<file path="src/rtl/multicycle_controller.sv">
// Main control FSM for the multicycle core: sequences fetch/decode/execute/memory/writeback
// and decodes IR fields into datapath selects; enables are gated off while reset is high.
module multicycle_controller #(
  parameter bit UNKNOWN_HOLD = 1'b0
) (
  input  logic       clk,
  input  logic       reset,
  input  logic [1:0] operation_code,
  input  logic [5:0] function_id,
  input  logic [3:0] destination_register,
  input  logic       condition_passed,
  output logic       program_counter_write,
  output logic       address_source,
  output logic       instruction_register_write,
  output logic       memory_write_enable,
  output logic       register_write_enable,
  output logic [1:0] result_source,
  output logic       alu_source_a,
  output logic [1:0] alu_source_b,
  output logic [1:0] immediate_source,
  output logic [1:0] register_source,
  output logic [1:0] alu_control,
  output logic [1:0] flag_write,
  output logic       illegal_instruction
);

  typedef enum logic [3:0] {
    FETCH, DECODE, MEMADR, MEMRD, MEMWB, MEMWR,
    EXECUTER, EXECUTEI, ALUWB, BRANCH, UNKNOWN
  } state_t;

  localparam logic [1:0] ALU_ADD = 2'b00;
  localparam logic [1:0] ALU_SUB = 2'b01;
  localparam logic [1:0] ALU_AND = 2'b10;
  localparam logic [1:0] ALU_ORR = 2'b11;

  state_t     state;
  logic       is_cmp;
  logic       alu_known;
  logic [1:0] dec_alu;
  logic [1:0] dec_flags;

  always_ff @(posedge clk) begin
    if (reset) begin
      state <= FETCH;
    end else begin
      case (state)
        FETCH:  state <= DECODE;
        DECODE: begin
          if (!condition_passed) begin
            state <= FETCH;
          end else begin
            case (operation_code)
              2'b01:   state <= MEMADR;
              2'b00:   state <= function_id[5] ? EXECUTEI : EXECUTER;
              2'b10:   state <= BRANCH;
              default: state <= UNKNOWN;
            endcase
          end
        end
        MEMADR:   state <= function_id[0] ? MEMRD : MEMWR;
        MEMRD:    state <= MEMWB;
        EXECUTER: state <= ALUWB;
        EXECUTEI: state <= ALUWB;
        UNKNOWN:  state <= UNKNOWN_HOLD ? UNKNOWN : FETCH;
        default:  state <= FETCH;
      endcase
    end
  end

  assign is_cmp = (function_id[4:1] == 4'b1010);

  always_comb begin
    dec_alu   = ALU_ADD;
    alu_known = 1'b1;
    case (function_id[4:1])
      4'b0100: dec_alu = ALU_ADD;
      4'b0010: dec_alu = ALU_SUB;
      4'b0000: dec_alu = ALU_AND;
      4'b1100: dec_alu = ALU_ORR;
      4'b1010: dec_alu = ALU_SUB;
      default: alu_known = 1'b0;
    endcase
    // ADD/SUB are the only ops that produce meaningful carry/overflow
    if (is_cmp)          dec_flags = 2'b11;
    else if (!alu_known) dec_flags = 2'b00;
    else                 dec_flags = {function_id[0], function_id[0] & ~dec_alu[1]};
  end

  assign immediate_source = operation_code;
  assign register_source  = {operation_code == 2'b01, operation_code == 2'b10};

  always_comb begin
    program_counter_write      = 1'b0;
    address_source             = 1'b0;
    instruction_register_write = 1'b0;
    memory_write_enable        = 1'b0;
    register_write_enable      = 1'b0;
    result_source              = 2'b00;
    alu_source_a               = 1'b0;
    alu_source_b               = 2'b00;
    alu_control                = ALU_ADD;
    flag_write                 = 2'b00;
    illegal_instruction        = 1'b0;
    case (state)
      FETCH: begin
        alu_source_a               = 1'b1;
        alu_source_b               = 2'b10;
        result_source              = 2'b10;
        instruction_register_write = 1'b1;
        program_counter_write      = 1'b1;
      end
      DECODE: begin
        alu_source_a  = 1'b1;
        alu_source_b  = 2'b10;
        result_source = 2'b10;
      end
      MEMADR: alu_source_b = 2'b01;
      MEMRD:  address_source = 1'b1;
      MEMWB: begin
        result_source         = 2'b01;
        register_write_enable = 1'b1;
      end
      MEMWR: begin
        address_source      = 1'b1;
        memory_write_enable = 1'b1;
      end
      EXECUTER, EXECUTEI: begin
        alu_source_b = (state == EXECUTEI) ? 2'b01 : 2'b00;
        alu_control  = dec_alu;
        flag_write   = dec_flags;
      end
      ALUWB: begin
        register_write_enable = !is_cmp && (destination_register != 4'hF);
        program_counter_write = !is_cmp && (destination_register == 4'hF);
      end
      BRANCH: begin
        alu_source_b          = 2'b01;
        result_source         = 2'b10;
        program_counter_write = 1'b1;
      end
      UNKNOWN: illegal_instruction = 1'b1;
      default: ;
    endcase
    // Reset aborts the instruction in flight without any partial write
    if (reset) begin
      program_counter_write      = 1'b0;
      instruction_register_write = 1'b0;
      memory_write_enable        = 1'b0;
      register_write_enable      = 1'b0;
      flag_write                 = 2'b00;
      illegal_instruction        = 1'b0;
    end
  end

endmodule

</file>
<file path="config.mk">
export PLATFORM = sky130hd
export DESIGN_NAME = multicycle_controller
export DESIGN_NICKNAME = d
export VERILOG_FILES = /design/src/rtl/multicycle_controller.sv
export SDC_FILE = /design/constraint.sdc
export NUM_CORES = 1
export LEC_CHECK = 0
export BUFFER_PORTS_ARGS = -buffer_cell sky130_fd_sc_hd__buf_2
export CORE_AREA = 10 10 47 49
export DETAILED_ROUTE_END_ITERATION = 16
export DIE_AREA = 0 0 57 59
export PLACE_DENSITY = 0.74
export SYNTH_ARGS = -nofsm -noshare
export SYNTH_HDL_FRONTEND = slang
export SYNTH_SLANG_ARGS = --single-unit
</file>
<file path="constraint.sdc">
create_clock -name clk -period 2.5 [get_ports clk]
set_input_delay 0.5 -clock clk [delete_from_list [all_inputs] [get_ports clk]]
set_output_delay 0.5 -clock clk [all_outputs]
set_load 0.02 [all_outputs]
</file>
==> results.tsv, run 1 <==
stage	metric	value	unit
logic_synthesis	proportion of synthesized area in mux cells	0	%
global_route	vias in the first global route	587	
finish	Largest Register	state	
route	final antenna-violating net count	0	
clock_network	cts bufs inserted	3	
timing	endpoints failing setup	0	
global_route	first-pass GRT wire length	2.53	mm
timing	Worst Hold Margin	541	ps
route	routed vias/inst	5.41	
critical_path	WP data arrival	1740	ps
finish	commonest non-fill, non-tap cell in the layout	buf_2	
logic_synthesis	Ys Warns	0	
logic_synthesis	Synth Area in Compound Gates	23.9	%
floorplanning	IO Pins	34	
finish	register area	80.1	µm²
clock_network	Resized cells post-CTS	0	
floorplanning	Rows	14	
timing	RSZ-0062 raised after global routing	false	
critical_path	CP Max Fanout	11	
clock_network	CTS sink cnt	4	
clock_network	post-CTS setup buffers	0	
clock_network	CTS root buf	clkbuf_4	
logic_synthesis	simple-gate share of the synthesized area	43.1	%
pwr	maximum VDD drop	0.265	mV
placed_design	GPL Wtd Cong	0.904	
route	DRT Pass-1 Iters	4	
logic_synthesis	Post-Syn Nets	85	
timing	Final Hold Fails	0	
floorplanning	total core area	0.00140	mm²
worst_hold_path	worst hold path class	in -> reg	
logic_synthesis	sequential-to-total area share from yosys stat	16.0	%
timing	Setup TNS	0	ps
logic_synthesis	cell taking the most area after synthesis	dfxtp_1	
timing	slew at the pin with the worst max-slew slack	347	ps
floorplanning	starting density of the core	35.8	%
floorplanning	die width	57	µm
route	Routed WL	1.59	mm
finish	post-layout net count	118	
finish	antenna diode count	0	
floorplanning	die area	0.00336	mm²
critical_path	crit-path cells	nand4bb_1 -> or2_1 -> a2111oi_2 -> buf_2	
clock_network	clock-pin slew of the registers on the worst-case setup and hold paths	40	ps
critical_path	R2R setup slack	1320	ps
pwr	power density over cell area	368	mW/mm²
clock_network	Post-CTS Hold Fix Bufs	0	
finish	most frequent cells in the layout	33 x buf_2, 8 x a21oi_1, 6 x nor3_1, 6 x nor2b_1, 5 x nor2_1	
critical_path	CP Depth	4	
run_status	status	completed	
critical_path	CP Data Required Time	2000	ps
critical_path	Worst Path Buf+Inv	1	
global_route	total global-route track usage	8.97	%
critical_path	Largest delay share family, worst path	flip-flops	
logic_synthesis	Post-Synth XOR/XNOR Area	5.24	%
logic_synthesis	post-synthesis adder-cell area fraction	0	%
logic_synthesis	Syn Inst Count	70	
logic_synthesis	Mean Syn Cell Area	7.17	µm²
logic_synthesis	main area contributors after synthesis	dfxtp_1 16%, a21oi_1 8.0%, nor2b_1 7.5%, nor3_1 6.0%, nand4_1 5.0%	
route	Initial DRC Count	16	
critical_path	Crit. End Element	output port	
placed_design	HPWL after DPL	1.31	mm
finish	biggest regs	state (4)	
finish	final core utilization	48.3	%
finish	# fillers	149	
global_route	largest net degree at the start of global routing	13	
clock_network	CTS tree	yes	
logic_synthesis	Yosys top cell area share	16.0	%
critical_path	Worst path slowest cell	dfxtp_1	
logic_synthesis	main combinational cell family by area after synthesis	simple AND/OR/NAND/NOR gates	
route	DRC viols	0	
global_route	initial antenna violation count	0	
route	via count	633	
clock_network	Clk Latency, worst-skew pair	230	ps
critical_path	CP peak stage delay	510	ps
finish	P&R area growth vs syn	34.9	%
route	wire per inst	13.6	µm
finish	max reg flops	4	
timing	FMAX	447	MHz
timing	clock skew	3.17	ps
finish	share of layout cells above drive strength 1	40.6	%
placed_design	IO Port Bufs	33	
timing	min cycle time layout	2240	ps
global_route	total gr overflow	0	
worst_hold_path	Min-Delay Path Depth	2	
timing	Final Max Tran Viols	0	
logic_synthesis	synthesized cell area	502	µm²
logic_synthesis	Synth Register Bits	4	
timing	fin crit share	89.4	%
critical_path	depth of the worst register-to-register path	3	
finish	area of the multi-input gates	363	µm²
logic_synthesis	Synth cell types	32	
clock_network	CTS H-Tree Depth	1	
pwr	Pleak	0.000288	µW
floorplanning	Die Span Y	59	µm
critical_path	Worst setup SP type	flip-flop	
flow_run	max_cap viols	0	
critical_path	Setup CP Type	reg -> out	
timing	relative slew slack	76.8	%
clock_network	Max Buffers Root-to-Sink	2	
[layer usage]
layer	share of wire [%]	global-route usage [%]	vias up	routed length, µm
li1	-	-	323	-
met4	0	4.36	0	0
met5	0	0	-	0
met3	8.6	4.08	0	137
met1	45	10.5	283	722
met2	46	13.5	27	733
[kinds of logic after synthesis]
| logic type | Yosys count |
|---|---|
| and+or+nand+nor | 35 |
| AOI/OAI and AO/OA | 18 |
| DFF | 4 |
| xor gates and xnor gates | 3 |
| buffers and inverters | 10 |
[worst paths after layout]
path	from	endpoint
worst max-delay path	state[1]$_SDFF_PP0_	flag_write[1]
worst min-delay path	reset	state[3]$_SDFF_PP0_
worst max register to register	state[0]$_SDFF_PP0_	state[2]$_SDFF_PP0_
worst min register to register	state[1]$_SDFF_PP0_	state[2]$_SDFF_PP0_
[metrics by stage]
step	cells	worst slack [ps]	power [µW]	area, µm²
after floorplan	70	444	140	502
after detailed placement	114	374	174	654
after global routing	117	162	272	677
final	117	264	249	677
after CTS	117	267	255	677
after global placement	114	400	173	654
[final cells by class]
type,instances,share of cell area (%)
well taps,16,2.96
clock buffers,3,3.33
inverters,3,1.66
multi-input cells,56,53.6
repair buffers,35,26.6
flip-flops and latches,4,11.8
[cells in the mapped netlist]
cell       n
nor4_1     1
nand4b_1   1
clkbuf_1   1
a21oi_1    8
nand3b_1   1
nor3b_1    2
nand2_1    1
xnor2_1    2
nor2b_1    6
nand4_1    4
a211oi_1   1
inv_1      3
o21ai_0    3
a32o_1     1
xor2_1     1
and4bb_2   1
or2_1      1
o2bb2ai_1  1
nand2b_1   1
dfxtp_1    4
or2_0      1
buf_6      1
nor3_1     6
o211ai_1   2
buf_4      3
nand4bb_1  1
nand3_1    2
a2111oi_0  1
nor2_1     5
or3_4      1
a2111oi_2  1
buf_2      2
[power by group]
part	leakage (µW)	switching (µW)	internal (µW)	total, µW
clock network	0.0000138	23.1	53.5	76.5
registers	0.0000327	7.54	67.9	75.4
logic	0.000241	57.4	39.9	97.3
total	0.000288	88.0	161	249
[worst register-to-register path, cell delays in order, from the launching register on]
cell	delay, ps
dfxtp_1	460
nor2b_1	320
nand4_1	140
a21oi_1	180
No activity file was read; power rests on OpenSTA's default activity.
==> run 2: changes to the inputs <==
--- a/config.mk
+++ b/config.mk
@@ -5,11 +5,10 @@
 export SDC_FILE = /design/constraint.sdc
 export NUM_CORES = 1
 export LEC_CHECK = 0
-export BUFFER_PORTS_ARGS = -buffer_cell sky130_fd_sc_hd__buf_2
 export CORE_AREA = 10 10 47 49
 export DETAILED_ROUTE_END_ITERATION = 16
 export DIE_AREA = 0 0 57 59
-export PLACE_DENSITY = 0.74
+export DONT_BUFFER_PORTS = 1
 export SYNTH_ARGS = -nofsm -noshare
 export SYNTH_HDL_FRONTEND = slang
 export SYNTH_SLANG_ARGS = --single-unit
==> constraint.sdc (replaced) <==
create_clock -name clk -period 2.6 [get_ports clk]
set_input_delay 0.52 -clock clk [delete_from_list [all_inputs] [get_ports clk]]
set_output_delay 0.52 -clock clk [all_outputs]
set_load 0.02 [all_outputs]
==> results.tsv, run 2 (same netlist as run 1, synthesis figures left out) <==
stage	metric	value	unit	change
floorplanning	Rows	14		unchanged
pwr	Pleak	0.000163	µW	was 0.000288 µW
finish	Largest Register	state		unchanged
clock_network	Post-CTS Hold Fix Bufs	0		unchanged
worst_hold_path	worst hold path class	in -> reg		unchanged
placed_design	Placed Cells	85		was 114
clock_network	Resized cells post-CTS	0		unchanged
worst_hold_path	Min-Delay Path Depth	1		was 2
global_route	vias in the first global route	524		was 587
global_route	largest net degree at the start of global routing	14		was 13
critical_path	WP data arrival	1800	ps	was 1740 ps
floorplanning	starting density of the core	35.8	%	unchanged
clock_network	Max Buffers Root-to-Sink	2		unchanged
finish	P&R area growth vs syn	7.98	%	was 34.9%
placed_design	placed cell area	519	µm²	was 654 µm²
finish	max reg flops	4		unchanged
placed_design	HPWL after DPL	1.20	mm	was 1.31 mm
finish	antenna diode count	0		unchanged
placed_design	GPL Wtd Cong	0.725		was 0.904
pwr	maximum VDD drop	0.229	mV	was 0.265 mV
finish	most frequent cells in the layout	8 x a21oi_1, 6 x nor3_1, 6 x nor2b_1, 6 x buf_4, 5 x nor2_1		was 33 x buf_2, 8 x a21oi_1, 6 x nor3_1, 6 x nor2b_1, 5 x nor2_1
global_route	initial antenna violation count	0		unchanged
critical_path	Worst path slowest cell	dfxtp_1		unchanged
critical_path	CP Data Required Time	2080	ps	was 2000 ps
pwr	Seq pwr share	34.9	%	was 30.3%
route	routed vias/inst	6.10		was 5.41
critical_path	depth of the worst register-to-register path	4		was 3
clock_network	CTS sink cnt	4		unchanged
route	wire per inst	16.9	µm	was 13.6 µm
route	Routed WL	1.49	mm	was 1.59 mm
global_route	total gr overflow	0		unchanged
run_status	status	completed		unchanged
pwr	P_int	142	µW	was 161 µW
timing	fin crit share	89.0	%	
timing	Final Hold Fails	0		unchanged
placed_design	worst slack, placed	508	ps	was 374 ps
finish	biggest regs	state (4)		unchanged
timing	relative slew slack	54.7	%	was 76.8%
floorplanning	IO Pins	34		unchanged
clock_network	cts bufs inserted	3		unchanged
clock_network	post-CTS setup buffers	0		unchanged
timing	endpoints failing setup	0		unchanged
clock_network	Clk Latency, worst-skew pair	230	ps	about the same
finish	commonest non-fill, non-tap cell in the layout	a21oi_1		was buf_2
worst_hold_path	HP Start	reset		unchanged
finish	design area	542	µm²	was 677 µm²
pwr	power density over cell area	393	mW/mm²	was 368 mW/mm²
critical_path	crit-path cells	nand4bb_1 -> or2_1 -> a2111oi_2 -> buf_4		was nand4bb_1 -> or2_1 -> a2111oi_2 -> buf_2
finish	post-layout net count	89		was 118
critical_path	Worst setup SP type	flip-flop		unchanged
clock_network	CTS tree	yes		unchanged
timing	Setup TNS	0	ps	unchanged
pwr	sw power	70.5	µW	was 88.0 µW
critical_path	Crit. End Element	output port		unchanged
route	final antenna-violating net count	0		unchanged
clock_network	clock-pin slew of the registers on the worst-case setup and hold paths	30	ps	was 40 ps
flow_run	max_cap viols	0		unchanged
floorplanning	die area	0.00336	mm²	unchanged
critical_path	CP peak stage delay	580	ps	was 510 ps
timing	min cycle time layout	2320	ps	
timing	FMAX	432	MHz	
worst_hold_path	hold endpoint	state[3]$_SDFF_PP0_		unchanged
timing	slew at the pin with the worst max-slew slack	674	ps	was 347 ps
route	DRT Pass-1 Iters	4		unchanged
finish	non-filler cells, final	88		was 117
finish	# fillers	160		was 149
floorplanning	Die Span Y	59	µm	unchanged
global_route	first-pass GRT wire length	2.46	mm	was 2.53 mm
critical_path	RR Endpoint	state[0]$_SDFF_PP0_		was state[2]$_SDFF_PP0_
placed_design	IO Port Bufs	0		was 33
timing	Final Max Tran Viols	0		unchanged
pwr	combinational share of power	30.1	%	was 39.0%
critical_path	Setup CP Type	reg -> out		unchanged
clock_network	CTS H-Tree Depth	1		unchanged
pwr	clock power share	35.0	%	was 30.7%
timing	Worst Hold Margin	353	ps	was 541 ps
clock_network	CTS root buf	clkbuf_4		unchanged
timing	clock skew	1.36	ps	was 3.17 ps
pwr	Sw Ratio	33.1	%	was 35.3%
global_route	total global-route track usage	9.13	%	was 8.97%
timing	RSZ-0062 raised after global routing	false		unchanged
timing	Setup WS post-layout	285	ps	was 264 ps
route	via count	537		was 633
floorplanning	total core area	0.00140	mm²	unchanged
finish	share of layout cells above drive strength 1	16.7	%	was 40.6%
route	DRC viols	0		unchanged
critical_path	R2R setup slack	1310	ps	was 1320 ps
critical_path	R2R Path Start	state[1]$_SDFF_PP0_		was state[0]$_SDFF_PP0_
floorplanning	die width	57	µm	unchanged
route	Initial DRC Count	4		was 16
critical_path	CP Max Fanout	13		was 11
==> run 2: cell count changes in the layout (fill, tap and decap cells not counted) <==
cell   before  now
buf_2      33    0
buf_4       2    6
==> run 2: layout make-up <==
type | instances | area, µm² | area share (%)
Multi-Input combinational cell | 56 | 363 | 67.0
Sequential cell | 4 | 80.1 | 14.8
Timing Repair Buffer | 6 | 45.0 | 8.31
Clock buffer | 3 | 22.5 | 4.16
Tap cell | 16 | 20.0 | 3.70
Inverter | 3 | 11.3 | 2.08
==> run 2: power by group through the flow <==
stage	registers [µW]	logic (µW)	clock network, µW
after floorplan	67.5	67.4	0
after global placement	75.1	63.9	0
after detailed placement	75.0	64.3	0
after CTS	74.0	64.6	79.7
after global routing	75.0	70.3	85.7
final	74.3	64.0	74.6
==> run 2: worst max-delay path by stage <==
stage                        start            end  slack [ps]
2_1_floorplan       function_id[1]  flag_write[1]         500
3_3_place_gp   state[2]$_SDFF_PP0_  flag_write[1]         550
3_5_place_dp   state[2]$_SDFF_PP0_  flag_write[1]         510
4_1_cts        state[2]$_SDFF_PP0_  flag_write[1]         260
5_1_grt        state[2]$_SDFF_PP0_  flag_write[1]         150
6_report       state[2]$_SDFF_PP0_  flag_write[1]         280
==> run 2: layer usage <==
layer	vias up	GRT usage, %	part of all wire, %
met5	-	0	0
met4	0	6.04	2.7
li1	265	-	-
met3	4	4.51	12
met1	240	9.77	40
met2	28	14.0	46
==> run 2: through the flow <==
step | total power, µW | util (%)
floorplan | 135 | -
global placement | 139 | 37.1
detailed placement | 139 | 37.1
CTS | 218 | 38.7
global route | 231 | 38.7
finish | 213 | 38.7
==> run 2: worst max-delay path: cells and delay by family, from the launching register on <==
family	cells	cell delay (ps)
buffers and inverters	1	200
DFF	1	580
and+or+nand+nor	2	460
AOI/OAI and AO/OA	1	330
